## src/rtl/irrigation_request_fsm_pkg.sv

```systemverilog
// Shared types and constants for the irrigation request stage.
// State encodings, tank codes and sensor-vector bit positions.
package irrigation_request_fsm_pkg;

    typedef enum logic [1:0] {
        ST_IDLE     = 2'b00,
        ST_IRRIGATE = 2'b01,
        ST_REFILL   = 2'b10,
        ST_ALARM    = 2'b11
    } state_t;

    localparam logic [2:0] TANK_EMPTY = 3'b000;
    localparam logic [2:0] TANK_LOW   = 3'b100;
    localparam logic [2:0] TANK_MID   = 3'b110;
    localparam logic [2:0] TANK_FULL  = 3'b111;

    localparam int SENS_W = 5;
    localparam int S_DRY  = 4;
    localparam int S_WET  = 3;
    localparam int S_LOW  = 2;
    localparam int S_MID  = 1;
    localparam int S_HIGH = 0;

    // Soil probes must not both fire; tank probes must be thermometer-coded.
    function automatic logic vec_ok(input logic [SENS_W-1:0] v);
        logic [2:0] tank;
        tank = {v[S_LOW], v[S_MID], v[S_HIGH]};
        return !(v[S_DRY] && v[S_WET]) &&
               ((tank == TANK_EMPTY) || (tank == TANK_LOW) ||
                (tank == TANK_MID)   || (tank == TANK_FULL));
    endfunction

endpackage

```

## src/rtl/irrigation_request_fsm_if.sv

```systemverilog
// Sensor inputs and request/status outputs of the irrigation request stage.
interface irrigation_request_fsm_if;

    logic       systemOn;
    logic       soilDry;
    logic       soilWet;
    logic       tankLow;
    logic       tankMid;
    logic       tankHigh;
    logic       irrigationRequest;
    logic       valveFill;
    logic       alarm;
    logic [1:0] state;

    modport master (
        output systemOn, soilDry, soilWet, tankLow, tankMid, tankHigh,
        input  irrigationRequest, valveFill, alarm, state
    );

    modport slave (
        input  systemOn, soilDry, soilWet, tankLow, tankMid, tankHigh,
        output irrigationRequest, valveFill, alarm, state
    );

endinterface

```

## src/rtl/irrigation_request_fsm_debounce.sv

```systemverilog
// 2-FF synchroniser plus stability counter for a vector of raw probes.
module sensor_debounce #(
    parameter int W               = 5,
    parameter int DEBOUNCE_CYCLES = 4,
    parameter int CNT_W           = 8
) (
    input  logic         i_clk,
    input  logic         i_rst_n,
    input  logic [W-1:0] i_raw,
    output logic [W-1:0] o_vec,
    output logic         o_valid
);

    localparam logic [CNT_W-1:0] LP_CNT_MAX = CNT_W'(DEBOUNCE_CYCLES - 1);

    logic [W-1:0]     r_sync1;
    logic [W-1:0]     r_sync2;
    logic [W-1:0]     r_prev;
    logic [W-1:0]     r_vec;
    logic [CNT_W-1:0] r_cnt;
    logic             r_valid;

    logic             w_same;
    logic [CNT_W-1:0] w_cnt_nxt;
    logic             w_load;

    always_comb begin
        w_same    = (r_sync2 == r_prev);
        w_cnt_nxt = '0;
        if (w_same) begin
            w_cnt_nxt = (r_cnt == LP_CNT_MAX) ? r_cnt : r_cnt + 1'b1;
        end
        w_load = (w_cnt_nxt == LP_CNT_MAX);
    end

    always_ff @(posedge i_clk or negedge i_rst_n) begin
        if (!i_rst_n) begin
            r_sync1 <= '0;
            r_sync2 <= '0;
            r_prev  <= '0;
            r_cnt   <= '0;
            r_vec   <= '0;
            r_valid <= 1'b0;
        end else begin
            r_sync1 <= i_raw;
            r_sync2 <= r_sync1;
            r_prev  <= r_sync2;
            r_cnt   <= w_cnt_nxt;
            if (w_load) begin
                r_vec   <= r_sync2;
                r_valid <= 1'b1;
            end
        end
    end

    assign o_vec   = r_vec;
    assign o_valid = r_valid;

endmodule

```

## src/rtl/irrigation_request_fsm.sv

```systemverilog
// Decides irrigation requests and tank refills from debounced probes.
module irrigation_request_fsm
    import irrigation_request_fsm_pkg::*;
#(
    parameter int DEBOUNCE_CYCLES       = 4,
    parameter int MIN_IRRIGATION_CYCLES = 16,
    parameter int CNT_W                 = 8
) (
    input  logic clock,
    input  logic resetBar,
    irrigation_request_fsm_if.slave bus
);

    localparam logic [CNT_W-1:0] LP_MIN_MAX =
        CNT_W'(MIN_IRRIGATION_CYCLES - 1);

    logic [SENS_W-1:0] w_raw;
    logic [SENS_W-1:0] w_vec;
    logic              w_valid;
    logic              w_ok;
    logic              w_empty;
    logic              w_full;
    logic              w_min_done;
    state_t            r_state;
    state_t            w_state_nxt;
    logic [CNT_W-1:0]  r_min_cnt;

    assign w_raw = {bus.soilDry, bus.soilWet,
                    bus.tankLow, bus.tankMid, bus.tankHigh};

    sensor_debounce #(
        .W               (SENS_W),
        .DEBOUNCE_CYCLES (DEBOUNCE_CYCLES),
        .CNT_W           (CNT_W)
    ) u_debounce (
        .i_clk   (clock),
        .i_rst_n (resetBar),
        .i_raw   (w_raw),
        .o_vec   (w_vec),
        .o_valid (w_valid)
    );

    assign w_ok       = vec_ok(w_vec);
    assign w_empty    = ({w_vec[S_LOW], w_vec[S_MID], w_vec[S_HIGH]} == TANK_EMPTY);
    assign w_full     = ({w_vec[S_LOW], w_vec[S_MID], w_vec[S_HIGH]} == TANK_FULL);
    assign w_min_done = (r_min_cnt >= LP_MIN_MAX);

    always_ff @(posedge clock or negedge resetBar) begin
        if (!resetBar) begin
            r_state <= ST_IDLE;
        end else begin
            r_state <= w_state_nxt;
        end
    end

    always_comb begin
        w_state_nxt = r_state;
        if (!w_valid) begin
            w_state_nxt = ST_IDLE;
        end else if (!w_ok) begin
            w_state_nxt = ST_ALARM;
        end else if (r_state == ST_ALARM) begin
            w_state_nxt = bus.systemOn ? ST_ALARM : ST_IDLE;
        end else if (!bus.systemOn) begin
            w_state_nxt = ST_IDLE;
        end else begin
            unique case (r_state)
                ST_IDLE: begin
                    if (w_empty)                 w_state_nxt = ST_REFILL;
                    else if (w_vec[S_DRY])       w_state_nxt = ST_IRRIGATE;
                end
                ST_IRRIGATE: begin
                    if (w_empty)                 w_state_nxt = ST_REFILL;
                    else if (w_vec[S_WET] && w_min_done)
                                                 w_state_nxt = ST_IDLE;
                end
                ST_REFILL: begin
                    if (w_full)                  w_state_nxt = ST_IDLE;
                end
                default: w_state_nxt = r_state;
            endcase
        end
    end

    // Cleared on the entry edge, then counts each cycle spent irrigating.
    always_ff @(posedge clock or negedge resetBar) begin
        if (!resetBar) begin
            r_min_cnt <= '0;
        end else if (r_state != ST_IRRIGATE && w_state_nxt == ST_IRRIGATE) begin
            r_min_cnt <= '0;
        end else if (r_state == ST_IRRIGATE && !w_min_done) begin
            r_min_cnt <= r_min_cnt + 1'b1;
        end
    end

    always_comb begin
        bus.irrigationRequest = (r_state == ST_IRRIGATE);
        bus.valveFill         = (r_state == ST_REFILL);
        bus.alarm             = (r_state == ST_ALARM);
        bus.state             = r_state;
    end

endmodule

```

## src/flat_wrapper.sv

```systemverilog
// flat-port wrapper written by rule: the top's interface ports become plain ports
module irrigation_request_fsm_flat import irrigation_request_fsm_pkg::*;
#(
    parameter int DEBOUNCE_CYCLES       = 4,
    parameter int MIN_IRRIGATION_CYCLES = 16,
    parameter int CNT_W                 = 8
)
  (clock, resetBar, bus_systemOn, bus_soilDry, bus_soilWet, bus_tankLow, bus_tankMid, bus_tankHigh, bus_irrigationRequest, bus_valveFill, bus_alarm, bus_state);
  irrigation_request_fsm_if bus_i ();
  input  logic clock;
  input  logic resetBar;
  input wire logic [$bits(bus_i.systemOn)-1:0] bus_systemOn;
  input wire logic [$bits(bus_i.soilDry)-1:0] bus_soilDry;
  input wire logic [$bits(bus_i.soilWet)-1:0] bus_soilWet;
  input wire logic [$bits(bus_i.tankLow)-1:0] bus_tankLow;
  input wire logic [$bits(bus_i.tankMid)-1:0] bus_tankMid;
  input wire logic [$bits(bus_i.tankHigh)-1:0] bus_tankHigh;
  output wire logic [$bits(bus_i.irrigationRequest)-1:0] bus_irrigationRequest;
  output wire logic [$bits(bus_i.valveFill)-1:0] bus_valveFill;
  output wire logic [$bits(bus_i.alarm)-1:0] bus_alarm;
  output wire logic [$bits(bus_i.state)-1:0] bus_state;
  assign bus_i.systemOn = bus_systemOn;
  assign bus_i.soilDry = bus_soilDry;
  assign bus_i.soilWet = bus_soilWet;
  assign bus_i.tankLow = bus_tankLow;
  assign bus_i.tankMid = bus_tankMid;
  assign bus_i.tankHigh = bus_tankHigh;
  assign bus_irrigationRequest = bus_i.irrigationRequest;
  assign bus_valveFill = bus_i.valveFill;
  assign bus_alarm = bus_i.alarm;
  assign bus_state = bus_i.state;
  irrigation_request_fsm #(.DEBOUNCE_CYCLES(DEBOUNCE_CYCLES), .MIN_IRRIGATION_CYCLES(MIN_IRRIGATION_CYCLES), .CNT_W(CNT_W)) u_core (.clock(clock), .resetBar(resetBar), .bus(bus_i));
endmodule
```

## config.mk

```make
export PLATFORM = sky130hd
export DESIGN_NAME = irrigation_request_fsm_flat
export DESIGN_NICKNAME = d
export VERILOG_FILES = /design/src/rtl/irrigation_request_fsm_pkg.sv /design/src/rtl/irrigation_request_fsm_if.sv /design/src/rtl/irrigation_request_fsm_debounce.sv /design/src/rtl/irrigation_request_fsm.sv /design/src/flat_wrapper.sv
export SDC_FILE = /design/constraint.sdc
export NUM_CORES = 1
export LEC_CHECK = 0
export CORE_UTILIZATION = 40
export DETAILED_ROUTE_END_ITERATION = 12
export GPL_ROUTABILITY_DRIVEN = 0
export SLEW_MARGIN = 10
export SYNTH_ARGS = -nofsm -noshare
export SYNTH_HDL_FRONTEND = slang
export SYNTH_SLANG_ARGS = --single-unit
```

## constraint.sdc

```tcl
create_clock -name clock -period 5.5 [get_ports clock]
set_input_delay 1.65 -clock clock [delete_from_list [all_inputs] [get_ports clock]]
set_output_delay 1.65 -clock clock [all_outputs]
set_load 0.005 [all_outputs]
```

# Word-level counts from Yosys, hierarchy flattened
# Index checks and enable logic that the tools add are counted.
# Widths: inputs -> output; s select.
[word_totals] ff_bits=39 latchBits=0 ram_bits=0 romBits=0 in_bits=8 out_inout_bits=5 wordCells=50 mem_count=0
[op_classes] addsub=2 n_mul=0 div=0 n_lt_le_gt_ge=1 eq_ne=11 n_shift=0 muxes=15 bitwise_logic=0 n_reduce_logical=13
[op_table] operator="$mux 8" n=4
[op_table] operator="$mux 2" n=10
[op_table] operator="$add 8x1->8 const B" n=2
[op_table] operator="$eq 8x2->1 const B" n=2
[op_table] operator="$eq 3x3->1 const B" n=3
[op_table] operator="$ge 8x4->1 const B" n=1
[op_table] operator="$pmux 2 s3" n=1
[op_table] operator="$eq 5x5->1" n=1
[op_table] operator="$logic_and 1x1->1" n=5
[op_table] operator="$eq 2x1->1 const B" n=2
[op_table] operator="$eq 2x2->1 const B" n=2
[op_table] operator="$logic_not 3->1" n=1
[op_table] operator="$logic_or 1x1->1" n=3
[op_table] operator="$logic_not 1->1" n=2
[op_table] operator="$logic_not 2->1" n=1
[op_table] operator="$ne 2x1->1 const B" n=1
[op_table] operator="$reduce_bool 2->1" n=1

# Longest topological paths before layout
# Gate-level depths: netlist of run 1.
[depth] depth_word=12 mapped_depth=6 ltp_nobuf=6

# Cells and area by module
# From an unflattened synthesis of run 1, not the netlist that was laid out.
[unflattened] hier_cells=137 area_unflattened_um2=1762.9
[modules_own_cells] mod="sensor_debounce" n_inst=1 cells_per_inst=87 area_each_um2=1176.1
[modules_own_cells] mod="irrigation_request_fsm" n_inst=1 cells_per_inst=50 area_each_um2=586.8

# Least setup slack after synthesis of run 1
# Ideal clock, no wire load.
[synth_path] path_type="input port to flip-flop" startpoint="in bus_systemOn" endpoint="reg u_core.r_min_cnt[0]" setup_ns=0.139 arrival_ns=2.369 t_required_ns=5.361 slack_ns=2.993 cell_stages=4 n_path_buf=0 path_cell_list="o21ai_0 -> o21bai_1 -> a2111oi_4 -> nor2_1"
[synth_between] elab_chain_cells=7
[synth_lines] element="from (decl)" line="flat_wrapper.sv:12" text="input wire logic [$bits(bus_i.systemOn)-1:0] bus_systemOn;"
[synth_lines] element="$mux 2, on equally long branches" line="irrigation_request_fsm.sv:64, irrigation_request_fsm.sv:63"
[synth_lines] element="$mux 2 *" line="irrigation_request_fsm.sv:62" text="end else if (r_state == ST_ALARM) begin"
[synth_lines] element="$mux 2 *" line="irrigation_request_fsm.sv:60" text="end else if (!w_ok) begin"
[synth_lines] element="$mux 2 *" line="irrigation_request_fsm.sv:58" text="if (!w_valid) begin"
[synth_lines] element="$eq 2x1->1 *" line="irrigation_request_fsm.sv:89" text="end else if (r_state != ST_IRRIGATE && w_state_nxt == ST_IRRIGATE) begin"
[synth_lines] element="$logic_and 1x1->1 *" line="irrigation_request_fsm.sv:89"
[synth_lines] element="$mux 8 or $reduce_bool 2->1 (tied branches)"
[synth_lines] element="to (signal assigned)" line="irrigation_request_fsm.sv:92" text="r_min_cnt <= r_min_cnt + 1'b1;"
[synth_lines] element="to (decl)" line="irrigation_request_fsm.sv:26" text="logic [CNT_W-1:0] r_min_cnt;"
# Every way passes the cells marked *; elsewhere a longest branch is shown, timed or not.
# A chain may end at the register's enable or synchronous reset.

# Worst setup path after layout of run 1
[layout_path] startpoint="reg u_core.r_state[1], in the netlist u_core.bus.state[1]" endpoint="out bus_irrigationRequest"
[layout_between] elab_chain_cells=1
[layout_lines] element="from (decl)" line="irrigation_request_fsm.sv:24" text="state_t r_state;"
[layout_lines] element="from (signal assigned)" line="irrigation_request_fsm.sv:52" text="r_state <= w_state_nxt;"
[layout_lines] element="$eq 2x1->1" line="irrigation_request_fsm.sv:97" text="bus.irrigationRequest = (r_state == ST_IRRIGATE);"
[layout_lines] element="to (decl)" line="flat_wrapper.sv:18" text="output wire logic [$bits(bus_i.irrigationRequest)-1:0] bus_irrigationRequest;"
# No other way between the ends.

==> impl_metrics.csv, run 1 <==
group,metric,value,unit
sta,tns,0,ps
setup_path,crit_family,"buffers and inverters",
drt,drtAntennaViolNets,0,
pwr,p_seq_share,58.8,%
cts,cts_tree,"done",
logic_synthesis,synthDistinctLibCells,37,
logic_synthesis,ys_seq_area_share,56.0,%
sta,fin_crit_sh,57.5,%
logic_synthesis,synthesis.area,0.00174,mm²
setup_path,slowest_stage,"clkdlybuf4s50_1",
floorplanning,rows,23,
final_layout,drive_gt1_share,16.1,%
flow_run,maxCapViolations,0,
sta,tightest_slew,802,ps
grt,first_global_vias,1048,
place,io_buffer_count,12,
sta,drv_slew,0,
cts,insertion_delay,270,ps
logic_synthesis,synth_cells,138,
place,hpwl,1.88,mm
final_layout,regArea,976,µm²
drt,viasPerCell,5.12,
setup_path,critPathKind,"reg -> out",
grt,antenna_found_initial,0,
drt,wl_per_cell,12.3,µm
final_layout,postLayoutCellArea,0.00200,mm²
grt,grt_pass1_wl,4.55,mm
setup_path,end_kind,"output pin",
logic_synthesis,synth_edf_count,0,
worst_hold_path,hp-class,"reg -> reg",
floorplanning,die_h,68.0,µm
setup_path,worstPathRequired,3850,ps
floorplanning,initial_utilization,42.6,%
final_layout,nets,165,
cts,clk_pin_slew,70,ps
pwr,p_comb_share,5.9,%
drt,drt_first_iter_violations,43,
final_layout,multiInputGateArea,744,µm²
sta,relSlewSlack,46.5,%
sta,rsz0062_at_grt,"no",
pwr,clockPowerShare,35.2,%
setup_path,cp_max_fo,7,
run_status,run_status,"finished clean",
cts,cts.sinks,39,
logic_synthesis,avgSynthCellArea,12.6,µm²
cts,cts_hold_buf,0,
setup_path,start_kind,"flop",
cts,ctsResizeCount,0,
setup_path,cp.arrival,1510,ps
drt,wl,2.52,mm
logic_synthesis,ys_seq_elements,39,
sta,fin_crit,3160,ps
logic_synthesis,synth_ff_type,"dfrtp_1",
cts,h-tree-depth,2,
pwr,switchingPower,0.109,mW
logic_synthesis,syn_nets,148,
setup_path,crit_buf_inv,2,
grt,grt_overflow,0,
logic_synthesis,yosys_warnings,0,
pwr,p_leak,0.868,nW
setup_path,cp_cell_sequence,"nand2b_1, inv_1, clkdlybuf4s50_1",
cts,numCtsBuffers,5,
sta,fmax,316,MHz
cts,postCtsSetupBuffers,0,
final_layout,final_common_cell,"dfrtp_1",
sta,hold_viol,0,
pwr,power.density,260,mW/mm²
floorplanning,die_width,68.0,µm
final_layout,antennaDiodeCount,0,
floorplanning,die-area,0.00462,mm²
drt,dr.pass1.iters,4,
final_layout,utilization,48.9,%
sta,setup_viol,0,
drt,drc,0,
cts,clk_path_buf_depth,2,
pwr,p_int,0.411,mW
sta,layout_setup_ws,2340,ps
pwr,p_sw_share,20.9,%
sta,clock_skew,3.93,ps
place,dp_slack,2420,ps
final_layout,n_fill_cell,376,
floorplanning,ios,13,
final_layout,area_growth,14.7,%
grt,track_usage,13.8,%
place,placed_area,0.00191,mm²
setup_path,slowest_delay,490,ps
final_layout,layout.cells.most_common_list,"39 x dfrtp_1, 16 x nor2_1, 11 x clkdlybuf4s50_1",
pwr,peakVddDrop,0.000172,V
logic_synthesis,synthArstFlopShare,100,%
drt,routed-via-count,1049,
floorplanning,coreArea,0.00409,mm²
grt,grt_start_max_net_pins,40,
cts,cts-root-buf,"clkbuf_8",
Yosys cell counts, types with 4 or more instances:
cell	instances	area share (%)
nor2_1	16	3.4
xor2_1	6	3.0
dfrtp_1	39	56
mux2_4	6	5.2
xnor2_1	8	4.0
nand2b_1	4	1.4
nand2_1	7	1.5
nor2b_1	5	1.8
state kept, by name (all words and copies together) (netlist names):
name and count:
u_core.u_debounce.r_prev 5, u_core.u_debounce.o_valid 1, u_core.bus.state 2, u_core.u_debounce.r_sync1 5
u_core.r_min_cnt 8, u_core.u_debounce.r_sync2 5, u_core.u_debounce.r_cnt 8, u_core.u_debounce.o_vec 5
final timing paths:
kind / start / endpoint / slack, ps / depth (start not counted)
min: u_core.u_debounce.r_sync1[4] / u_core.u_debounce.r_sync2[4] / 350 / 0
max: u_core.bus.state[1] / bus_irrigationRequest / 2340 / 3
max reg2reg: u_core.u_debounce.r_cnt[0] / u_core.u_debounce.o_vec[2] / 2930 / 6
min reg2reg: u_core.u_debounce.r_sync1[4] / u_core.u_debounce.r_sync2[4] / 350 / 0
min in group asynchronous: resetBar / u_core.u_debounce.r_cnt[3] / 1460 / 1
max in group asynchronous: resetBar / u_core.u_debounce.r_prev[3] / 3530 / 1
stage by stage:
stage	power [mW]	hold WS [ps]	instances
2_1_floorplan	0.326	331	138
3_3_place_gp	0.341	333	198
3_5_place_dp	0.343	336	198
4_1_cts	0.529	351	205
5_1_grt	0.548	362	205
6_report	0.520	348	205
routing by layer:
metal / GRT usage [%] / routed length (µm) / vias up
met5: 0 / 0 / -
met4: 6.25 / 25 / 0
met3: 5.00 / 84 / 2
met2: 22.4 / 1300 / 13
met1: 16.2 / 1120 / 527
li1: - / - / 507
cell type report:
type / instances / area share [%]
Multi-Input combinational cell: 94 / 37.3
Tap cell: 50 / 3.13
Clock inverter: 1 / 0.251
Clock buffer: 6 / 4.14
Inverter: 3 / 0.564
Timing Repair Buffer: 12 / 5.76
Sequential cell: 39 / 48.9
cells by family (layout without fill, tap and decap cells):
family / count (synthesis) / after routing / synth area share [%]
AOI/OAI and AO/OA: 17 / 17 / 10.6
and+or+nand+nor: 53 / 53 / 17.3
muxes: 8 / 8 / 6.32
buffers and inverters: 5 / 22 / 1.22
xor gates and xnor gates: 14 / 14 / 7.04
DFF: 39 / 39 / 56.0
adders and majority gates: 2 / 2 / 1.44
power by group through the flow:
stage	Clock (mW)	Combinational [mW]	Sequential, mW
after floorplan	0	0.0175	0.309
after global placement	0	0.0307	0.311
after detailed placement	0	0.0315	0.311
after CTS	0.191	0.0316	0.306
after global routing	0.206	0.0346	0.307
final	0.183	0.0308	0.306
Power figures use the tool's default switching activity.
==> run 2, diff against run 1 <==
==> constraint.sdc (replaced) <==
create_clock -name clock -period 2.8 [get_ports clock]
set_input_delay 0.84 -clock clock [delete_from_list [all_inputs] [get_ports clock]]
set_output_delay 0.84 -clock clock [all_outputs]
set_load 0.005 [all_outputs]
==> impl_metrics.csv, run 2 (synthesized netlist as in run 1, its figures left out) <==
group,metric,value,unit
place,io_buffer_count,12,
sta,whs,350,ps
cts,numCtsBuffers,5,
setup_path,critPathKind,"reg -> reg",
drt,drtAntennaViolNets,0,
final_layout,nets,165,
sta,relSlewSlack,45.4,%
floorplanning,die_width,68.0,µm
sta,hold_viol,0,
floorplanning,die-area,0.00462,mm²
final_layout,layout.cells.most_common_list,"39 x dfrtp_1, 16 x nor2_1, 11 x clkdlybuf4s50_1",
setup_path,start_kind,"flop",
grt,track_usage,13.9,%
setup_path,cp_common_cell,"mux2_4",
cts,cts_hold_buf,0,
cts,cts_tree,"done",
cts,insertion_delay,290,ps
setup_path,r2r-start,"u_core.u_debounce.r_cnt[0]",
final_layout,top_regs,"u_core.r_min_cnt (8), u_core.u_debounce.r_cnt (8)",
pwr,p_leak,0.885,nW
setup_path,r2r_setup_slack,220,ps
sta,tightest_slew,820,ps
final_layout,final_common_cell,"dfrtp_1",
setup_path,cp_cell_sequence,"ha_1, nor3b_4, nand3_4, mux2_4, a2111oi_4, mux2_4",
cts,clk_path_buf_depth,2,
sta,layout_setup_ws,225,ps
drt,drc,0,
cts,cts.sinks,39,
drt,routed-via-count,1017,
cts,h-tree-depth,2,
setup_path,worstPathRequired,2970,ps
final_layout,area_growth,17.5,%
setup_path,critPathCapture,"u_core.u_debounce.o_vec[2]",
setup_path,slowest_stage,"a2111oi_4",
final_layout,antennaDiodeCount,0,
sta,fin_crit_sh,92.0,%
setup_path,slowest_delay,560,ps
setup_path,timing.rr.end,"u_core.u_debounce.o_vec[2]",
sta,setup_viol,0,
sta,tns,0,ps
drt,wl,2.73,mm
grt,grt_start_max_net_pins,40,
cts,ctsResizeCount,0,
sta,fmax,388,MHz
flow_run,maxCapViolations,0,
place,dp_slack,238,ps
pwr,power.density,591,mW/mm²
grt,grt_overflow,0,
setup_path,startpoint,"u_core.u_debounce.r_cnt[0]",
place,hpwl,1.92,mm
sta,fin_crit,2580,ps
setup_path,cp.arrival,2750,ps
drt,viasPerCell,4.94,
sta,rsz0062_at_grt,"no",
setup_path,cp_max_fo,8,
cts,clk_pin_slew,80,ps
run_status,run_status,"finished clean",
setup_path,worstRegToRegCells,6,
cts,postCtsSetupBuffers,0,
drt,drt_first_iter_violations,29,
final_layout,drive_gt1_share,16.7,%
sta,drv_slew,0,
floorplanning,ios,13,
floorplanning,rows,23,
sta,clock_skew,6.51,ps
grt,grt_pass1_wl,4.51,mm
drt,dr.pass1.iters,4,
drt,wl_per_cell,13.3,µm
grt,antenna_found_initial,0,
final_layout,utilization,50.1,%
grt,first_global_vias,961,
worst_hold_path,hp-class,"reg -> reg",
floorplanning,coreArea,0.00409,mm²
pwr,peakVddDrop,0.000383,V
floorplanning,die_h,68.0,µm
cts,cts-root-buf,"clkbuf_8",
setup_path,end_kind,"flop",
floorplanning,initial_utilization,42.6,%
-- run 2: critical path: cells and delay by family (launching register included) --
kind / cells / cell delay (ps)
muxes: 2 / 690
and+or+nand+nor: 2 / 420
DFF: 1 / 470
AOI/OAI and AO/OA: 1 / 560
adders and majority gates: 1 / 340
-- run 2: cell type report --
cell class | instances | area [µm²]
Clock buffer | 5 | 68.8
Inverter | 3 | 11.3
Fill cell | 367 | 2040
Sequential cell | 39 | 976
Clock inverter | 3 | 67.6
Multi-Input combinational cell | 94 | 744
Tap cell | 50 | 62.6
Timing Repair Buffer | 12 | 115
-- run 2: metal layers --
layer | part of all wire [%] | track usage, %
met1 | 48 | 17.4
met2 | 48 | 21.3
met3 | 2.9 | 4.50
met4 | 1.1 | 7.03
met5 | 0 | 0
-- run 2: worst min-delay path by stage --
stage	start	end	slack, ps	cells past startpoint
floorplan	u_core.u_debounce.r_sync1[0]	u_core.u_debounce.r_sync2[0]	330	0
global placement	u_core.u_debounce.r_sync1[1]	u_core.u_debounce.r_sync2[1]	330	0
detailed placement	u_core.u_debounce.r_sync1[0]	u_core.u_debounce.r_sync2[0]	340	0
CTS	u_core.u_debounce.r_sync1[0]	u_core.u_debounce.r_sync2[0]	350	0
global route	u_core.u_debounce.r_sync1[4]	u_core.u_debounce.r_sync2[4]	360	0
finish	u_core.u_debounce.r_sync1[0]	u_core.u_debounce.r_sync2[0]	350	0
-- run 2: per-stage QoR --
| step | total power [mW] | cells | area (µm²) |
|---|---|---|---|
| 2_1_floorplan | 0.641 | 138 | 1740 |
| 6_report | 1.21 | 206 | 2050 |
| 3_3_place_gp | 0.671 | 198 | 1910 |
| 5_1_grt | 1.26 | 206 | 2050 |
| 3_5_place_dp | 0.674 | 198 | 1910 |
| 4_1_cts | 1.23 | 206 | 2050 |
-- run 2: power by group --
| part | total, mW | leakage, nW | switching [mW] | internal, mW |
|---|---|---|---|---|
| Clock | 0.549 | 0.0644 | 0.194 | 0.355 |
| Sequential | 0.600 | 0.500 | 0.0173 | 0.583 |
| Combinational | 0.0605 | 0.321 | 0.0288 | 0.0317 |
| Total | 1.21 | 0.885 | 0.240 | 0.970 |
==> run 3, diff against run 2 <==
--- a/config.mk
+++ b/config.mk
@@ -5,7 +5,9 @@
 export SDC_FILE = /design/constraint.sdc
 export NUM_CORES = 1
 export LEC_CHECK = 0
+export ABC_CLOCK_PERIOD_IN_PS = 2800
 export CORE_UTILIZATION = 40
+export CTS_CLUSTER_SIZE = 8
 export DETAILED_ROUTE_END_ITERATION = 12
 export GPL_ROUTABILITY_DRIVEN = 0
 export SLEW_MARGIN = 10
==> results of run 3 <==
Same layout as run 2: the final DEF is identical, and so are final timing and power.
